<file path="src/rtl/reset_pulse_gen_pkg.sv">
// rtl/reset_pulse_gen_pkg.sv - shared state and cause encodings for the reset pulse generator
package reset_pulse_gen_pkg;

   typedef enum logic [1:0] {
      ST_IDLE    = 2'd0,
      ST_ASSERT  = 2'd1,
      ST_HOLDOFF = 2'd2
   } state_e;

   localparam logic [1:0] CAUSE_NONE = 2'd0;
   localparam logic [1:0] CAUSE_EXT  = 2'd1;
   localparam logic [1:0] CAUSE_SW   = 2'd2;
   localparam logic [1:0] CAUSE_WDT  = 2'd3;

   localparam logic [7:0] RST_COUNT_MAX = 8'hFF;

   function automatic logic [7:0] sat_inc(input logic [7:0] v);
      return (v == RST_COUNT_MAX) ? v : v + 8'd1;
   endfunction

endpackage

</file>
<file path="src/rtl/reset_pulse_gen_down_counter.sv">
// rtl/reset_pulse_gen_down_counter.sv - loadable down counter with zero flag
module down_counter #(
   parameter int WIDTH = 4
) (
   input  logic             clk,
   input  logic             load_en,
   input  logic [WIDTH-1:0] load_val,
   input  logic             dec_en,
   output logic             zero
);

   logic [WIDTH-1:0] cnt_q;
   logic [WIDTH-1:0] cnt_d;

   always_comb begin
      cnt_d = cnt_q;
      if (load_en) begin
         cnt_d = load_val;
      end else if (dec_en) begin
         cnt_d = cnt_q - 1'b1;
      end
   end

   always_ff @(posedge clk) begin
      cnt_q <= cnt_d;
   end

   assign zero = (cnt_q == '0);

endmodule

</file>
<file path="src/rtl/reset_pulse_gen.sv">
// rtl/reset_pulse_gen.sv - merges external, software and watchdog reset requests
// into fixed-width reset pulses followed by a hold-off window.
module reset_pulse_gen
   import reset_pulse_gen_pkg::*;
#(
   parameter logic RST_OUT_POLARITY = 1'b1,
   parameter int   PULSE_CYCLES     = 16,
   parameter int   HOLDOFF_CYCLES   = 8,
   parameter int   WDT_CYCLES       = 1024,
   parameter logic WDT_EN           = 1'b1
) (
   input  logic       clkIn,
   input  logic       rstIn,
   input  logic       swRstReqIn,
   input  logic       wdtKickIn,
   output logic       rstOut,
   output logic       busyOut,
   output logic [1:0] causeOut,
   output logic [7:0] rstCountOut
);

   localparam int CNT_MAX = (PULSE_CYCLES > HOLDOFF_CYCLES) ? PULSE_CYCLES : HOLDOFF_CYCLES;
   localparam int CNT_W   = $clog2(CNT_MAX);
   localparam int WDT_W   = $clog2(WDT_CYCLES);

   localparam logic [CNT_W-1:0] PULSE_LOAD = CNT_W'(PULSE_CYCLES - 1);
   localparam logic [CNT_W-1:0] HOLD_LOAD  = CNT_W'(HOLDOFF_CYCLES - 1);
   localparam logic [WDT_W-1:0] WDT_LAST   = WDT_W'(WDT_CYCLES - 1);

   state_e           state_q, state_d;
   logic [1:0]       cause_q, cause_d;
   logic [7:0]       count_q, count_d;
   logic [WDT_W-1:0] wdt_q, wdt_d;
   logic             rst_out_q, rst_out_d;
   logic             busy_q, busy_d;

   logic             cnt_load;
   logic [CNT_W-1:0] cnt_load_val;
   logic             cnt_dec;
   logic             cnt_zero;
   logic             wdt_expire;

   down_counter #(.WIDTH(CNT_W)) u_pulse_cnt (
      .clk      (clkIn),
      .load_en  (cnt_load),
      .load_val (cnt_load_val),
      .dec_en   (cnt_dec),
      .zero     (cnt_zero)
   );

   always_comb begin
      state_d      = state_q;
      cause_d      = cause_q;
      count_d      = count_q;
      wdt_d        = '0;
      cnt_load     = rstIn;
      cnt_load_val = PULSE_LOAD;
      cnt_dec      = 1'b0;
      wdt_expire   = 1'b0;

      case (state_q)
         ST_IDLE: begin
            // A kick in the expiry cycle still rescues the system.
            wdt_expire = WDT_EN && !wdtKickIn && (wdt_q == WDT_LAST);
            if (swRstReqIn) begin
               state_d  = ST_ASSERT;
               cnt_load = 1'b1;
               cause_d  = CAUSE_SW;
               count_d  = sat_inc(count_q);
            end else if (wdt_expire) begin
               state_d  = ST_ASSERT;
               cnt_load = 1'b1;
               cause_d  = CAUSE_WDT;
               count_d  = sat_inc(count_q);
            end else if (WDT_EN && !wdtKickIn) begin
               wdt_d = wdt_q + 1'b1;
            end
         end
         ST_ASSERT: begin
            if (cnt_zero) begin
               state_d      = ST_HOLDOFF;
               cnt_load     = 1'b1;
               cnt_load_val = rstIn ? PULSE_LOAD : HOLD_LOAD;
            end else begin
               cnt_dec = 1'b1;
            end
         end
         ST_HOLDOFF: begin
            if (cnt_zero) begin
               state_d = ST_IDLE;
            end else begin
               cnt_dec = 1'b1;
            end
         end
         default: begin
            state_d = ST_IDLE;
         end
      endcase

      rst_out_d = (state_d == ST_ASSERT) ? RST_OUT_POLARITY : ~RST_OUT_POLARITY;
      busy_d    = (state_d != ST_IDLE);
   end

   always_ff @(posedge clkIn) begin
      if (rstIn) begin
         state_q   <= ST_ASSERT;
         cause_q   <= CAUSE_EXT;
         count_q   <= 8'd0;
         wdt_q     <= '0;
         rst_out_q <= RST_OUT_POLARITY;
         busy_q    <= 1'b1;
      end else begin
         state_q   <= state_d;
         cause_q   <= cause_d;
         count_q   <= count_d;
         wdt_q     <= wdt_d;
         rst_out_q <= rst_out_d;
         busy_q    <= busy_d;
      end
   end

   assign rstOut      = rst_out_q;
   assign busyOut     = busy_q;
   assign causeOut    = cause_q;
   assign rstCountOut = count_q;

endmodule

</file>
<file path="config.mk">
export PLATFORM = sky130hd
export DESIGN_NAME = reset_pulse_gen
export DESIGN_NICKNAME = d
export VERILOG_FILES = /design/src/rtl/reset_pulse_gen_pkg.sv /design/src/rtl/reset_pulse_gen_down_counter.sv /design/src/rtl/reset_pulse_gen.sv
export SDC_FILE = /design/constraint.sdc
export NUM_CORES = 1
export LEC_CHECK = 0
export ABC_AREA = 1
export CORE_MARGIN = 3
export CORE_UTILIZATION = 50
export CTS_CLUSTER_DIAMETER = 120
export DETAILED_ROUTE_END_ITERATION = 8
export GPL_ROUTABILITY_DRIVEN = 0
export PLACE_DENSITY = 0.76
export SYNTH_ARGS = -nofsm -noshare
export SYNTH_HDL_FRONTEND = slang
export SYNTH_SLANG_ARGS = --single-unit
</file>
<file path="constraint.sdc">
create_clock -name clkIn -period 1.6 [get_ports clkIn]
set_clock_uncertainty 0.1 [all_clocks]
set_input_delay 0.48 -clock clkIn [delete_from_list [all_inputs] [get_ports clkIn]]
set_output_delay 0.48 -clock clkIn [all_outputs]
set_load 0.01 [all_outputs]
</file>
==> metrics.cfg, run 1 <==
[run_status]
outcome=complete, no violations

[sta]
worst_pin_slew_ps=258
rsz0062_at_grt=true
setup_ws_ps=31.1
clock.fmax_ghz=0.637
finalSetupViolCount=0
maxSlewViolCount=0
min_period_over_period_pct=98.1
fin_setup_tns_ps=0
slew_headroom_pct=82.7
min_period_ps=1570
fin_hold_ws_ps=377
finalHoldViolations=0

[cells_and_area]
drive_gt1_share_pct=32.1
final_cells=265
diodes=0
final_nets=246
fill_cells=231
syn_to_final_growth_pct=34.0

[global_routing]
grtUsageTotal_pct=19.2
grt.met2_usage_pct=35.9
antenna_found_initial=0
use_met1_pct=21.3
grt_max_degree=17
grt_pass1_vias=1299
grt_util_met3_pct=2.34
grt_overflow=0
grt_first_pass_wirelength_um=5340
busiest_layer=met2

[synth]
ys_ff_latch=28
yosysTopAreaCell=dfxtp_1
yosys_warnings=0
ys_top_cells_by_area=dfxtp_1, nand2_1, edfxtp_1, inv_1, ha_1
ys_async_sr_fraction_pct=0
syn-cell-area_mm2=0.00150
synth_cells=192
ys_top_cells_by_count=nand2_1, dfxtp_1, inv_1
post-synth-top-area-fraction_pct=32.1
seq_area_frac_synth_pct=40.1
synth_edf_count=4
syn-num-nets=203
synthFlopType=dfxtp_1
syn_area_per_cell_um2=7.79
synth_cell_type_count=29
synth_most_common_cell=nand2_1

[clocking]
clock-sinks=28
htreeDepth=1
hold_buffers=0
cts_max_path_buffers=2
cts_tree=yes
cts_buffers=3
clk_pin_slew_ps=160
clockRootBuffer=clkbuf_4
insertion_delay_ps=340

[floorplanning]
die_h_um=60.7
die_w_um=60.7
die_area_mm2=0.00369
core_mm2=0.00281
std_cell_rows=19
initial_core_util_pct=53.3
io_pins=16

[setup_path]
crit_path_end=rstOut$_SDFF_PP1_
reg2regPathDepth=11
setup.worst_path.start=u_pulse_cnt.cnt_q[0]$_SDFFCE_PP1P_
r2r_end=rstOut$_SDFF_PP1_
start_kind=register
crit_chain=inv_2 -> ha_4 -> nand2_2 -> nor2_2 -> nand2_1 -> inv_2 -> nor2_2 -> nand2_1 -> nand2_2 -> nor2_4 -> nor2_1
r2r-start=u_pulse_cnt.cnt_q[0]$_SDFFCE_PP1P_
crit_buf_inv=2
worst_ep_arrival_time_ps=1730
required_ps=1760
slowest_stage=edfxtp_1
cpPeakStageDelay_ps=450
cp_max_fo=3
endpoint_kind=register
worst-r2r-setup-slack_ps=30
worst-path-stages=11
critical_path_class=register to register
path_delay_family=simple AND/OR/NAND/NOR gates

[power]
power.density_mw_per_mm2=606
fin_total_pwr_mw=1.22
ir_drop_v=0.000324
p_leak_nw=0.844

[route]
via_count=1373
wl_um=3320
drc=0
viasPerCell=5.18
wire_per_inst_um=12.5
drt-pass1-iter-count=4
first_iter_violations=97
ant_nets=0

[placed_design]
hpwl_um=2430
place_inst=255
place_ws_ps=-409
io_buffers=15

[min_path]
min_path_type=register to register

[flow_run]
cap_violations=0

==> sequential cells by signal (all words and copies together) (netlist names) <==
signal,count
causeOut,2
rstCountOut,8
u_pulse_cnt.cnt_q,4
state_q,2
busyOut,1
rstOut,1
wdt_q,10
==> metrics by stage <==
step | util [%] | cell area, µm²
5_1_grt | 71.5 | 2010
3_3_place_gp | 65.9 | 1850
2_1_floorplan | - | 1520
4_1_cts | 67.8 | 1900
6_report | 71.5 | 2010
3_5_place_dp | 65.9 | 1850
==> routing by layer <==
metal	vias to the layer above	wire length (µm)
li1	697	-
met1	638	1400
met2	31	1770
met3	7	87
met4	0	59
met5	-	0
==> logic make-up (layout without fill, tap and decap cells) <==
kind of cell,Yosys count,count (layout),synth area share [%]
flops,28,28,40.1
compound gates,16,16,5.60
simple gates,110,111,38.7
fa+ha+maj,7,7,5.85
buf+inv,26,67,6.77
xor+xnor,5,5,2.93
==> worst min-delay path by stage <==
stage | start | end | slack [ps] | cells after the start
CTS | rstCountOut[1]$_SDFFE_PP0P_ | rstCountOut[1]$_SDFFE_PP0P_ | 390 | 2
global route | causeOut[1]$_SDFFE_PP0P_ | causeOut[1]$_SDFFE_PP0P_ | 390 | 2
global placement | causeOut[1]$_SDFFE_PP0P_ | causeOut[1]$_SDFFE_PP0P_ | 350 | 2
detailed placement | causeOut[1]$_SDFFE_PP0P_ | causeOut[1]$_SDFFE_PP0P_ | 370 | 2
finish | causeOut[1]$_SDFFE_PP0P_ | causeOut[1]$_SDFFE_PP0P_ | 380 | 2
floorplan | wdt_q[0]$_SDFF_PP0_ | wdt_q[0]$_SDFF_PP0_ | 330 | 1
==> worst reg2reg max path, cell delays in order, from the launching register on <==
cell and delay [ps]:
edfxtp_1 450, inv_2 100, ha_4 140, nand2_2 60
nor2_2 110, nand2_1 90, inv_2 90, nor2_2 40
nand2_1 80, nand2_2 80, nor2_4 110, nor2_1 50
==> cells in the final DEF (no fill, tap or decap), types with 6 or more instances in the layout <==
cell type	instances
nand2_1	41
nand2_2	10
dfxtp_2	9
buf_4	23
dfxtp_1	15
nor2_1	19
a21oi_1	11
nand3_1	9
dlygate4sd2_1	6
inv_1	19
clkdlybuf4s15_1	6
nand4_1	7
==> report_power, final <==
group | total (mW) | switching [mW] | internal [mW]
clock network | 0.414 | 0.222 | 0.191
registers | 0.726 | 0.00468 | 0.721
logic | 0.0765 | 0.0409 | 0.0355
==> what timing repair did <==
action,in CTS,in global routing
pin swaps,1,13
setup buffers,1,4
gates resized for setup,18,30
cloned,0,1
endpoints found under the hold margin,0,0
endpoints found under the setup margin,17,31
==> cell type report <==
class | count | area (µm²) | area share, %
Sequential cell | 28 | 612 | 30.5
Inverter | 24 | 90.1 | 4.49
Clock buffer | 4 | 47.5 | 2.37
Multi-Input combinational cell | 139 | 880 | 43.9
Timing Repair Buffer | 39 | 338 | 16.8
Tap cell | 31 | 38.8 | 1.93
(Power assumes the default switching activity.)
==> run 2: changes to the inputs <==
--- a/config.mk
+++ b/config.mk
@@ -6,12 +6,12 @@
 export NUM_CORES = 1
 export LEC_CHECK = 0
 export ABC_AREA = 1
-export CORE_MARGIN = 3
-export CORE_UTILIZATION = 50
+export CORE_MARGIN = 2
+export CORE_UTILIZATION = 55
 export CTS_CLUSTER_DIAMETER = 120
 export DETAILED_ROUTE_END_ITERATION = 8
 export GPL_ROUTABILITY_DRIVEN = 0
-export PLACE_DENSITY = 0.76
+export PLACE_DENSITY = 0.79
 export SYNTH_ARGS = -nofsm -noshare
 export SYNTH_HDL_FRONTEND = slang
 export SYNTH_SLANG_ARGS = --single-unit
==> constraint.sdc (replaced) <==
create_clock -name clkIn -period 1.52 [get_ports clkIn]
set_clock_uncertainty 0.1 [all_clocks]
set_input_delay 0.456 -clock clkIn [delete_from_list [all_inputs] [get_ports clkIn]]
set_output_delay 0.456 -clock clkIn [all_outputs]
set_load 0.01 [all_outputs]
==> run 2 against run 1 <==
The flow now finishes with violations (setup timing); final cell count grew 4.5%; clock power grew 5%; global-route usage increased by 2.8 points; register-to-register slack lost 160 ps; flip-flop and latch count unchanged; sequential power is 5.1% higher; first-iteration DRC count down 32%; critical path type unchanged; critical endpoint unchanged.
==> metrics.cfg, run 2 (synthesis results as in run 1) <==
[run_status]
outcome=finished, violations left
violations=setup timing

[route]
ant_nets=0  ; unchanged
drt-pass1-iter-count=4  ; unchanged
first_iter_violations=66  ; -32%
wire_per_inst_um=15.0  ; +20%
viasPerCell=5.45  ; +5.1%
drc=0  ; unchanged
via_count=1509  ; +9.9%
wl_um=4160  ; +25%

[clocking]
clock-sinks=28  ; unchanged
cts_buffers=3  ; unchanged
hold_buffers=0  ; unchanged
htreeDepth=1  ; unchanged
insertion_delay_ps=340  ; about the same
clk_pin_slew_ps=160  ; about the same
cts_max_path_buffers=2  ; unchanged
cts_tree=yes
clockRootBuffer=clkbuf_4

[setup_path]
cp_max_fo=3  ; unchanged
cpPeakStageDelay_ps=420  ; -30 ps
crit_chain=inv_2 -> ha_4 -> nand2_2 -> nor2_1 -> nand2_1 -> inv_2 -> nor2_2 -> nand2_1 -> nand2_1 -> nor2_1 -> nor2_1
endpoint_kind=register
worst_ep_arrival_time_ps=1790  ; +60 ps
start_kind=register
slowest_stage=edfxtp_1
required_ps=1670  ; -90 ps
critical_path_class=register to register

[cells_and_area]
final_util_pct=85.9  ; +14 points
syn_to_final_growth_pct=44.8
drive_gt1_share_pct=41.7  ; +9.6 points
largest_reg_flops=10  ; unchanged
fill_cells=130  ; -44%
diodes=0  ; unchanged
final_cell_mix=nand2_1, buf_4, nor2_1
final_common_cell=nand2_1
largest-register=wdt_q
final_nets=259  ; +5.3%

[sta]
clock.fmax_ghz=0.607  ; -4.7%
maxSlewViolCount=0  ; unchanged
slew_headroom_pct=85.0  ; +2.3 points
finalHoldViolations=0  ; unchanged
setup_ws_ps=-126  ; -157 ps
rsz0062_at_grt=true
min_period_over_period_pct=108  ; +10 points
min_period_ps=1650  ; +77.2 ps
finalSetupViolCount=14  ; +14
worst_pin_slew_ps=225  ; -33.2 ps

[global_routing]
grt_max_degree=17  ; unchanged
antenna_found_initial=0  ; unchanged
grtUsageTotal_pct=22.0  ; +2.8 points
grt_pass1_vias=1349  ; +3.8%
grt_first_pass_wirelength_um=5610  ; +5.0%
grt_overflow=0  ; unchanged

[placed_design]
io_buffers=15  ; unchanged
place_ws_ps=-402  ; +7.34 ps
hpwl_um=2320  ; -4.5%

[power]
intPower_mw=1.00  ; +6.0%
clockPowerShare_pct=33.4  ; -0.6 points
ir_drop_v=0.000721  ; +120%
switching_share_pct=22.5  ; +0.45 points
p_leak_nw=0.937  ; +11%
switchingPower_mw=0.291  ; +8.8%
power.density_mw_per_mm2=598  ; -1.4%
combPwrFrac_pct=7.7  ; +1.4 points
power_frac_seq_pct=58.9  ; -0.8 points

[floorplanning]
core_mm2=0.00252  ; -10%
die_w_um=56.2  ; -7.5%
io_pins=16  ; unchanged
die_area_mm2=0.00315  ; -14%
die_h_um=56.2  ; -7.5%
std_cell_rows=18  ; -1
initial_core_util_pct=59.3  ; +6.0 points

[flow_run]
cap_violations=0  ; unchanged

[min_path]
min_path_type=register to register

==> run 2: cell types whose count changed in the layout (fill, tap and decap cells not counted), sizes merged <==
cell	previous run	this run
dlygate4sd2	6	0
buf	24	37
clkbuf	4	10
==> run 2: worst max-delay path, delay by kind of cell, from the launching register on <==
kind,cells,cell delay [ps]
buffers and inverters,2,200
and+or+nand+nor,8,680
adders and majority gates,1,150
DFF,1,420
==> run 2: stage by stage <==
step	instance area, µm²	cells	setup TNS, ps	power [mW]	hold WS [ps]
finish	2170	277	-486	1.30	396
global route	2170	277	-1900	1.34	403
CTS	2000	269	-38.6	1.27	377
detailed placement	1890	258	-10510	0.846	346
global placement	1890	258	-9970	0.845	345
floorplan	1520	192	-210	0.811	332
==> run 2: area by class of cell <==
cell class	count	area, µm²	area share (%)
well taps	30	37.5	1.73
inverters	24	90.1	4.16
flip-flops and latches	28	619	28.6
clock buffers	4	47.5	2.19
repair buffers	52	433	20.0
multi-input cells	139	940	43.4
==> run 2: what timing repair did <==
item	CTS	global route
pin swaps	10	9
cloned	0	1
hold endpoints to repair	0	0
setup buffers	7	7
resized for setup	32	43
setup endpoints to repair	38	43
==> run 2: final timing paths <==
check | cells past startpoint | slack [ps] | start | to
worst max register to register | 11 | -130 | u_pulse_cnt.cnt_q[1]$_SDFFCE_PP1P_ | rstOut$_SDFF_PP1_
worst min-delay path | 2 | 400 | causeOut[1]$_SDFFE_PP0P_ | causeOut[1]$_SDFFE_PP0P_
worst min register to register | 2 | 400 | causeOut[1]$_SDFFE_PP0P_ | causeOut[1]$_SDFFE_PP0P_
worst max-delay path | 11 | -130 | u_pulse_cnt.cnt_q[1]$_SDFFCE_PP1P_ | rstOut$_SDFF_PP1_
==> run 2: layer usage <==
metal	GRT usage (%)	part of all wire (%)	vias to the layer above
li1	-	-	731
met1	28.6	40	714
met2	37.6	54	52
met3	2.33	4.4	12
met4	7.48	2.2	0
met5	0	0	-
==> run 2: power by group through the flow <==
stage | Sequential (mW) | Clock [mW] | Combinational [mW]
global route | 0.764 | 0.472 | 0.105
global placement | 0.778 | 0 | 0.0662
detailed placement | 0.778 | 0 | 0.0679
CTS | 0.763 | 0.430 | 0.0807
floorplan | 0.778 | 0 | 0.0335
finish | 0.763 | 0.433 | 0.0998
